===== config.mk =====
export PLATFORM = sky130hd
export DESIGN_NAME = tweet_buffer
export DESIGN_NICKNAME = d
export VERILOG_FILES = /design/src/rtl/tweet_pkg.sv /design/src/rtl/uart_rx_sampler.sv /design/src/rtl/tweet_buffer.sv
export SDC_FILE = /design/constraint.sdc
export NUM_CORES = 1
export LEC_CHECK = 0
export BUFFER_PORTS_ARGS = -buffer_cell sky130_fd_sc_hd__buf_2
export CAP_MARGIN = 10
export CORE_MARGIN = 5
export CORE_UTILIZATION = 50
export DETAILED_ROUTE_END_ITERATION = 8
export PLACE_DENSITY = 0.75
export SLEW_MARGIN = 20
export SYNTH_ARGS = -nofsm -noshare
export SYNTH_HDL_FRONTEND = slang
export SYNTH_HIERARCHICAL = 1
export SYNTH_SLANG_ARGS = --single-unit

===== constraint.sdc =====
create_clock -name sysclk -period 10.9 [get_ports sysclk]
set_input_delay 2.725 -clock sysclk [delete_from_list [all_inputs] [get_ports sysclk]]
set_output_delay 2.725 -clock sysclk [all_outputs]
set_load 0.05 [all_outputs]

===== src/rtl/tweet_pkg.sv =====
// Shared state encodings and default constants for the tweet buffer and its receiver.
package tweet_pkg;

  typedef enum logic [1:0] {IDLE, PLAY, CLEAR} state_t;

  typedef enum logic [2:0] {RX_IDLE, RX_START, RX_DATA, RX_PAR, RX_STOP} rx_state_t;

  localparam int         TWEET_CLK_DIV = 5208;
  localparam int         TWEET_DEPTH   = 160;
  localparam logic [7:0] TWEET_BS_CODE = 8'h08;

endpackage


===== src/rtl/uart_rx_sampler.sv =====
// Mid-bit sampling serial receiver: two-flop synchroniser, start qualification, LSB-first data.
// TWEET_PARITY_EN adds an even-parity bit between the last data bit and the stop bit.
module uart_rx_sampler
  import tweet_pkg::*;
#(
  parameter int CLK_DIV = TWEET_CLK_DIV,
  parameter int DATA_W  = 8
) (
  input  logic              sysclk,
  input  logic              reset,
  input  logic              rx,
  output logic              byte_valid,
  output logic [DATA_W-1:0] rx_byte,
  output logic              rx_err
);

  localparam int CNT_W = $clog2(CLK_DIV);
  localparam int BIT_W = (DATA_W > 1) ? $clog2(DATA_W) : 1;
  localparam logic [CNT_W-1:0] HALF_CNT = CNT_W'(CLK_DIV / 2 - 1);
  localparam logic [CNT_W-1:0] LAST_CNT = CNT_W'(CLK_DIV - 1);
  localparam logic [BIT_W-1:0] LAST_BIT = BIT_W'(DATA_W - 1);

  rx_state_t         rx_state;
  logic              rx_p0, rx_p1, rx_p2;
  logic [CNT_W-1:0]  cnt;
  logic [BIT_W-1:0]  bit_idx;
  logic [DATA_W-1:0] shift;
  logic              bit_tick;

  assign bit_tick = (cnt == LAST_CNT);
  assign rx_byte  = shift;

  // Stage p0/p1 synchronise the line; p2 keeps the previous value for falling-edge detect.
  always_ff @(posedge sysclk or negedge reset) begin
    if (!reset) begin
      rx_p0 <= 1'b1;
      rx_p1 <= 1'b1;
      rx_p2 <= 1'b1;
    end else begin
      rx_p0 <= rx;
      rx_p1 <= rx_p0;
      rx_p2 <= rx_p1;
    end
  end

  always_ff @(posedge sysclk) begin
    if (rx_state == RX_DATA && bit_tick)
      shift <= {rx_p1, shift[DATA_W-1:1]};
  end

  always_ff @(posedge sysclk or negedge reset) begin
    if (!reset) begin
      rx_state   <= RX_IDLE;
      cnt        <= '0;
      bit_idx    <= '0;
      byte_valid <= 1'b0;
      rx_err     <= 1'b0;
    end else begin
      byte_valid <= 1'b0;
      rx_err     <= 1'b0;
      cnt        <= cnt + 1'b1;
      case (rx_state)
        RX_IDLE: begin
          cnt <= '0;
          if (rx_p2 && !rx_p1)
            rx_state <= RX_START;
        end
        RX_START: begin
          if (cnt == HALF_CNT) begin
            cnt      <= '0;
            bit_idx  <= '0;
            rx_state <= rx_p1 ? RX_IDLE : RX_DATA;
          end
        end
        RX_DATA: begin
          if (bit_tick) begin
            cnt     <= '0;
            bit_idx <= bit_idx + 1'b1;
            if (bit_idx == LAST_BIT)
`ifdef TWEET_PARITY_EN
              rx_state <= RX_PAR;
`else
              rx_state <= RX_STOP;
`endif
          end
        end
`ifdef TWEET_PARITY_EN
        RX_PAR: begin
          if (bit_tick) begin
            cnt <= '0;
            if (rx_p1 != ^shift) begin
              rx_err   <= 1'b1;
              rx_state <= RX_IDLE;
            end else begin
              rx_state <= RX_STOP;
            end
          end
        end
`endif
        RX_STOP: begin
          if (bit_tick) begin
            cnt      <= '0;
            rx_state <= RX_IDLE;
            if (rx_p1)
              byte_valid <= 1'b1;
            else
              rx_err <= 1'b1;
          end
        end
        default: rx_state <= RX_IDLE;
      endcase
    end
  end

endmodule


===== src/rtl/tweet_buffer.sv =====
// Serial character buffer with backspace editing, clear sweep and valid/ready playback.
// Optional TWEET_PARITY_EN (in uart_rx_sampler) enables even parity on received frames.
module tweet_buffer
  import tweet_pkg::*;
#(
  parameter int                CLK_DIV = TWEET_CLK_DIV,
  parameter int                DEPTH   = TWEET_DEPTH,
  parameter int                DATA_W  = 8,
  parameter logic [DATA_W-1:0] BS_CODE = DATA_W'(TWEET_BS_CODE)
) (
  input  logic                       sysclk,
  input  logic                       reset,
  input  logic                       rx,
  input  logic                       play,
  input  logic                       clear,
  output logic [DATA_W-1:0]          tx_data,
  output logic                       tx_valid,
  input  logic                       tx_ready,
  output logic [$clog2(DEPTH+1)-1:0] count,
  output logic                       full,
  output logic                       busy,
  output logic                       rx_err,
  output logic                       rx_drop
);

  localparam int CW = $clog2(DEPTH + 1);
  localparam int PW = (DEPTH > 1) ? $clog2(DEPTH) : 1;
  localparam logic [PW-1:0] LAST_PTR = PW'(DEPTH - 1);

  state_t            state;
  logic [DATA_W-1:0] mem [DEPTH];
  logic [PW-1:0]     rd_ptr, clr_ptr;
  logic              vld_p0;
  logic              byte_valid;
  logic [DATA_W-1:0] rx_byte;
  logic              is_bs, at_last, handshake;
  logic              mem_we;
  logic [PW-1:0]     mem_addr;
  logic [DATA_W-1:0] mem_wdata;

  uart_rx_sampler #(
    .CLK_DIV (CLK_DIV),
    .DATA_W  (DATA_W)
  ) u_rx (
    .sysclk     (sysclk),
    .reset      (reset),
    .rx         (rx),
    .byte_valid (byte_valid),
    .rx_byte    (rx_byte),
    .rx_err     (rx_err)
  );

  assign is_bs     = (rx_byte == BS_CODE);
  assign handshake = tx_valid && tx_ready;
  assign at_last   = (CW'(rd_ptr) == count - 1'b1);
  assign full      = (count == CW'(DEPTH));
  assign busy      = (state != IDLE);

  // The clear sweep owns the write port; otherwise a stored character appends at count.
  always_comb begin
    mem_we    = 1'b0;
    mem_addr  = PW'(count);
    mem_wdata = rx_byte;
    if (state == CLEAR) begin
      mem_we    = 1'b1;
      mem_addr  = clr_ptr;
      mem_wdata = '0;
    end else if (state == IDLE && byte_valid && !clear && !play && !is_bs && !full) begin
      mem_we = 1'b1;
    end
  end

  always_ff @(posedge sysclk) begin
    if (mem_we)
      mem[mem_addr] <= mem_wdata;
  end

  // vld_p0 marks a read issued this cycle; tx_data/tx_valid form the registered read stage.
  always_ff @(posedge sysclk or negedge reset) begin
    if (!reset) begin
      state    <= IDLE;
      count    <= '0;
      rd_ptr   <= '0;
      clr_ptr  <= '0;
      vld_p0   <= 1'b0;
      tx_valid <= 1'b0;
      tx_data  <= '0;
      rx_drop  <= 1'b0;
    end else begin
      rx_drop <= 1'b0;
      if (clear && state != CLEAR) begin
        state    <= CLEAR;
        count    <= '0;
        clr_ptr  <= '0;
        vld_p0   <= 1'b0;
        tx_valid <= 1'b0;
        rx_drop  <= byte_valid;
      end else begin
        case (state)
          IDLE: begin
            if (play && count != '0) begin
              state   <= PLAY;
              rd_ptr  <= '0;
              vld_p0  <= 1'b1;
              rx_drop <= byte_valid;
            end else if (byte_valid) begin
              if (is_bs) begin
                if (count != '0)
                  count <= count - 1'b1;
              end else if (full) begin
                rx_drop <= 1'b1;
              end else begin
                count <= count + 1'b1;
              end
            end
          end
          PLAY: begin
            rx_drop <= byte_valid;
            if (vld_p0) begin
              tx_data  <= mem[rd_ptr];
              tx_valid <= 1'b1;
              vld_p0   <= 1'b0;
            end else if (handshake) begin
              tx_valid <= 1'b0;
              if (at_last) begin
                state <= IDLE;
              end else begin
                rd_ptr <= rd_ptr + 1'b1;
                vld_p0 <= 1'b1;
              end
            end
          end
          CLEAR: begin
            rx_drop <= byte_valid;
            clr_ptr <= clr_ptr + 1'b1;
            if (clr_ptr == LAST_PTR)
              state <= IDLE;
          end
          default: state <= IDLE;
        endcase
      end
    end
  end

endmodule

==> impl_table.tex <==
\begin{tabular}{lr}
\hline
Metric & Value \\
\hline
\multicolumn{2}{l}{\textbf{Detailed routing}} \\
\quad Met3 WL post-DR & $\sim$17000 um \\
\quad Drt drc & 0 \\
\quad Final WL & 135000 um \\
\quad Drt via density & 6.52 \\
\quad Routed metal-1 wire length & about 50000 um \\
\quad First-pass DRT Iterations & 7 \\
\quad Starting DRC count in detailed routing & approximately 4500 \\
\quad Highest metal layer with signal wires & met4 \\
\quad Antenna viol nets, final & 0 \\
\quad Average detailed-routed wire length per instance & 31.5 um \\
\quad Total vias in the final route & 28005 \\
\quad Met2 wire len & 62300 um \\
\multicolumn{2}{l}{\textbf{Yosys}} \\
\quad Number of distinct standard cells referenced by the synthesized netlist & 82 \\
\quad Primary flip-flop cell chosen by synthesis mapping & sky130\_fd\_sc\_hd\_\_edfxtp\_1 \\
\quad Flops \& latches, synth & $\sim$1300 \\
\quad Count of flip-flops with a built-in enable after synthesis & between 1000 and 1500 \\
\quad Proportion of synthesized chip area in sequential cells & 0.749 \\
\quad Net count after synthesis & approximately 2800 \\
\quad Synthesis Warnings & 6 \\
\quad Post-Synthesis Cell Area & about 54000 um2 \\
\quad Post-synthesis cell count & approximately 2700 \\
\quad Fraction of registers with async set or reset after synthesis & 0.0452 \\
\quad Average cell area after synthesis & approximately 20 um2 \\
\multicolumn{2}{l}{\textbf{Power}} \\
\quad Pwr Density & roughly 200 nW/um2 \\
\quad Worst IR drop on VDD & about 0.16 mV \\
\quad Leakage power & roughly 18 nW \\
\multicolumn{2}{l}{\textbf{Layout}} \\
\quad Most frequent cells in the layout & sky130\_fd\_sc\_hd\_\_edfxtp\_1 (1288), sky130\_fd\_sc\_hd\_\_mux4\_2 (309), sky130\_fd\_sc\_hd\_\_nor2\_1 (220) \\
\quad Most common library cell in the layout ignoring fill and taps & sky130\_fd\_sc\_hd\_\_edfxtp\_1 \\
\quad Number of fill cells & 7735 \\
\quad Number of standard cells in the final layout excluding fillers & approximately 4300 \\
\quad Antenna fix cells & 0 \\
\quad Post-layout nets & between 2000 and 3000 \\
\quad Area taken by multi-input logic gates & between 10000 and 15000 um2 \\
\quad Sequential Area & $\sim$40000 um2 \\
\quad Layout overhead on the synthesized area & 10.8\% \\
\quad Layout cell share with drive strength beyond 1 & 0.219 \\
\multicolumn{2}{l}{\textbf{CTS}} \\
\quad CTS max path bufs & 3 \\
\quad Clock tree from TritonCTS & yes \\
\quad Worst skew pair latency & between 0.7 and 0.8 ns \\
\quad Total CTS buffers & between 100 and 150 \\
\quad H-tree levels & 4 \\
\quad Setup Buffers After CTS & 0 \\
\quad Quantity of gates resized following cts & 0 \\
\quad Number of sinks on the clock net & between 1000 and 1500 \\
\quad \# hold bufs at CTS & 0 \\
\quad Cell at the root of the clock tree & sky130\_fd\_sc\_hd\_\_clkbuf\_16 \\
\quad Clock Pin Slew Worst Setup and Hold Paths & 0.06 ns \\
\multicolumn{2}{l}{\textbf{Global route}} \\
\quad Residual overflow from global routing & 0 \\
\quad First-pass GRT wire length & between 150000 and 200000 um \\
\quad Number of global-route vias before repair & between 20000 and 30000 \\
\quad Largest net degree at the start of global routing & $\sim$170 \\
\quad Overall routing resource usage & 0.240 \\
\quad Number of antenna violations at the first check in global routing & 0 \\
\multicolumn{2}{l}{\textbf{Die}} \\
\quad Placeable core region & 107000 um2 \\
\quad DIE HEIGHT & around 340 um \\
\quad Initial Util & 0.502 \\
\quad Boundary pin count & 27 \\
\quad Chip Width & around 340 um \\
\quad Placement row count & 120 \\
\quad Area of the die & around 110000 um2 \\
\multicolumn{2}{l}{\textbf{Outcome}} \\
\quad Outcome & completed \\
\multicolumn{2}{l}{\textbf{Run}} \\
\quad Count of maximum capacitance violations & 0 \\
\multicolumn{2}{l}{\textbf{Timing}} \\
\quad Number of hold violations in the final report & 0 \\
\quad Maximum clock skew at final layout & about 0.031 ns \\
\quad Worst rel slew slack & 0.206 \\
\quad Maximum clock rate & 167 MHz \\
\quad Transition time at the pin with the least slew margin & 1.16 ns \\
\quad RSZ-0062 raised after global routing & false \\
\quad Max-slew violation total from the final report & 0 \\
\quad Setup Total Neg Slack & 0 ns \\
\quad Period Utilization, post-route & 0.549 \\
\quad Final setup fails & 0 \\
\quad Final worst path period need & between 5 and 6 ns \\
\multicolumn{2}{l}{\textbf{Placed design}} \\
\quad Placer's final routability congestion estimate & 0.881 \\
\quad Port Buffers & 26 \\
\quad Half-perimeter wire length after placement & between 80000 and 90000 um \\
\quad Number of instances in the placed design & just over 4000 \\
\multicolumn{2}{l}{\textbf{Critical path}} \\
\quad Classification of the worst setup path & in -> reg \\
\quad Data arrival time of the critical path & 6.32 ns \\
\quad Data required time at the worst endpoint & between 10 and 15 ns \\
\quad CP Max Fanout & 10 \\
\quad Critical path capture point type & flop \\
\quad Startpoint type of the worst setup path & input pin \\
\multicolumn{2}{l}{\textbf{Hold path}} \\
\quad Worst hold path class & reg -> reg \\
\hline
\end{tabular}
[flip-flops by register name, summed over array words and instances (netlist names)]
signal,cells
mem,1280
u_rx/cnt,13
clr_ptr,8
count,8
rd_ptr,8
tx_data,8
u_rx/rx_byte,8
u_rx/bit_idx,3
u_rx/rx_state,3
state,2
rx_drop,1
tx_valid,1
u_rx/byte_valid,1
u_rx/rx_err,1
u_rx/rx_p0,1
u_rx/rx_p1,1
u_rx/rx_p2,1
vld_p0,1
[cells in the mapped netlist (6+ instances only)]
cell type	instances	area (um2)
sky130_fd_sc_hd__edfxtp_1	1288	38700
sky130_fd_sc_hd__mux4_2	309	6960
sky130_fd_sc_hd__nor2_1	220	826
sky130_fd_sc_hd__nand2_1	134	503
sky130_fd_sc_hd__mux2i_1	120	1200
sky130_fd_sc_hd__clkbuf_1	66	248
sky130_fd_sc_hd__dfrtp_1	58	1450
sky130_fd_sc_hd__a21oi_1	45	225
sky130_fd_sc_hd__buf_2	36	180
sky130_fd_sc_hd__o21ai_0	34	170
sky130_fd_sc_hd__nand3_1	29	145
sky130_fd_sc_hd__xnor2_1	25	219
sky130_fd_sc_hd__buf_1	23	86.3
sky130_fd_sc_hd__a22oi_1	20	150
sky130_fd_sc_hd__buf_4	20	150
sky130_fd_sc_hd__nor2b_1	18	113
sky130_fd_sc_hd__inv_1	17	63.8
sky130_fd_sc_hd__nor3_1	16	80.1
sky130_fd_sc_hd__o31ai_1	16	120
sky130_fd_sc_hd__nor4_1	15	93.8
sky130_fd_sc_hd__o22ai_1	15	93.8
sky130_fd_sc_hd__a211oi_1	12	90.1
sky130_fd_sc_hd__ha_1	12	150
sky130_fd_sc_hd__nand4_1	12	75.1
sky130_fd_sc_hd__o211ai_1	12	90.1
sky130_fd_sc_hd__a21oi_2	11	96.3
sky130_fd_sc_hd__a2111oi_0	10	87.6
sky130_fd_sc_hd__a221oi_1	9	78.8
sky130_fd_sc_hd__buf_6	8	90.1
sky130_fd_sc_hd__a22o_1	7	61.3
sky130_fd_sc_hd__a31oi_1	7	43.8
sky130_fd_sc_hd__and2_1	7	43.8
sky130_fd_sc_hd__xor2_1	7	61.3
sky130_fd_sc_hd__and3_1	6	37.5
sky130_fd_sc_hd__o32ai_1	6	52.6
[layer usage]
metal | vias to the layer above | GRT usage
met3 | 346 | 0.0678
met5 | - | 0
met4 | 0 | 0.0975
met1 | 14307 | 0.334
li1 | 11287 | -
met2 | 2065 | 0.363
[per-stage QoR]
| step | instance area, um2 | hold WS [ns] | util | total power, mW | worst slack (ns) |
|---|---|---|---|---|---|
| global route | 59500 | 0.363 | 0.556 | 12.4 | 4.78 |
| finish | 59500 | 0.358 | 0.556 | 12.1 | 4.92 |
| detailed placement | 55300 | 0.351 | 0.517 | 7.75 | 4.33 |
| floorplan | 53700 | 0.345 | - | 7.19 | 4.94 |
| global placement | 55300 | 0.350 | 0.517 | 7.71 | 4.48 |
| CTS | 59400 | 0.360 | 0.556 | 12.1 | 5.03 |
[worst max-delay path: stages]
cell	delay, ns
sky130_fd_sc_hd__buf_2	0.14
sky130_fd_sc_hd__nor2_1	0.39
sky130_fd_sc_hd__nand3_1	0.16
sky130_fd_sc_hd__or4_1	0.54
sky130_fd_sc_hd__o32ai_1	0.61
sky130_fd_sc_hd__nand2_1	0.88
sky130_fd_sc_hd__nor2_1	0.86
[power breakdown]
| part | switching (mW) | leakage, nW | internal [mW] |
|---|---|---|---|
| Combinational | 1.09 | 3.70 | 0.365 |
| Sequential | 0.0803 | 12.5 | 6.13 |
| Clock | 1.93 | 2.03 | 2.47 |
| Total | 3.10 | 18.2 | 8.97 |
[path summary, 6_finish.rpt]
kind                            start          end  slack, ns  depth (start not counted)
max in group asynchronous       reset    rd_ptr[1]       8.12                          1
min                        u_rx/rx_p0   u_rx/rx_p1       0.36                          0
max reg2reg                 rd_ptr[0]   tx_data[1]       5.67                          9
max                             clear   mem[10][2]       4.92                          7
min in group asynchronous       reset  u_rx/rx_err       2.12                          1
min reg2reg                u_rx/rx_p0   u_rx/rx_p1       0.36                          0
[layout make-up]
cell class              instances  share of cell area
well taps                    1403              0.0295
clock inverters                76              0.0115
flip-flops and latches       1349               0.676
multi-input cells            1219               0.214
repair buffers                 74              0.0100
inverters                      18             0.00118
clock buffers                 155              0.0580
[kinds of logic (layout without fill, tap and decap cells)]
family | after synthesis | in the layout | share of synthesized area
xor+xnor | 32 | 32 | 0.00522
fa+ha+maj | 12 | 12 | 0.00280
mux | 434 | 434 | 0.153
flops | 1349 | 1349 | 0.749
compound gates | 243 | 243 | 0.0323
buf+inv | 171 | 323 | 0.0153
simple gates | 498 | 498 | 0.0421
No activity file was read; power rests on OpenSTA's default activity.
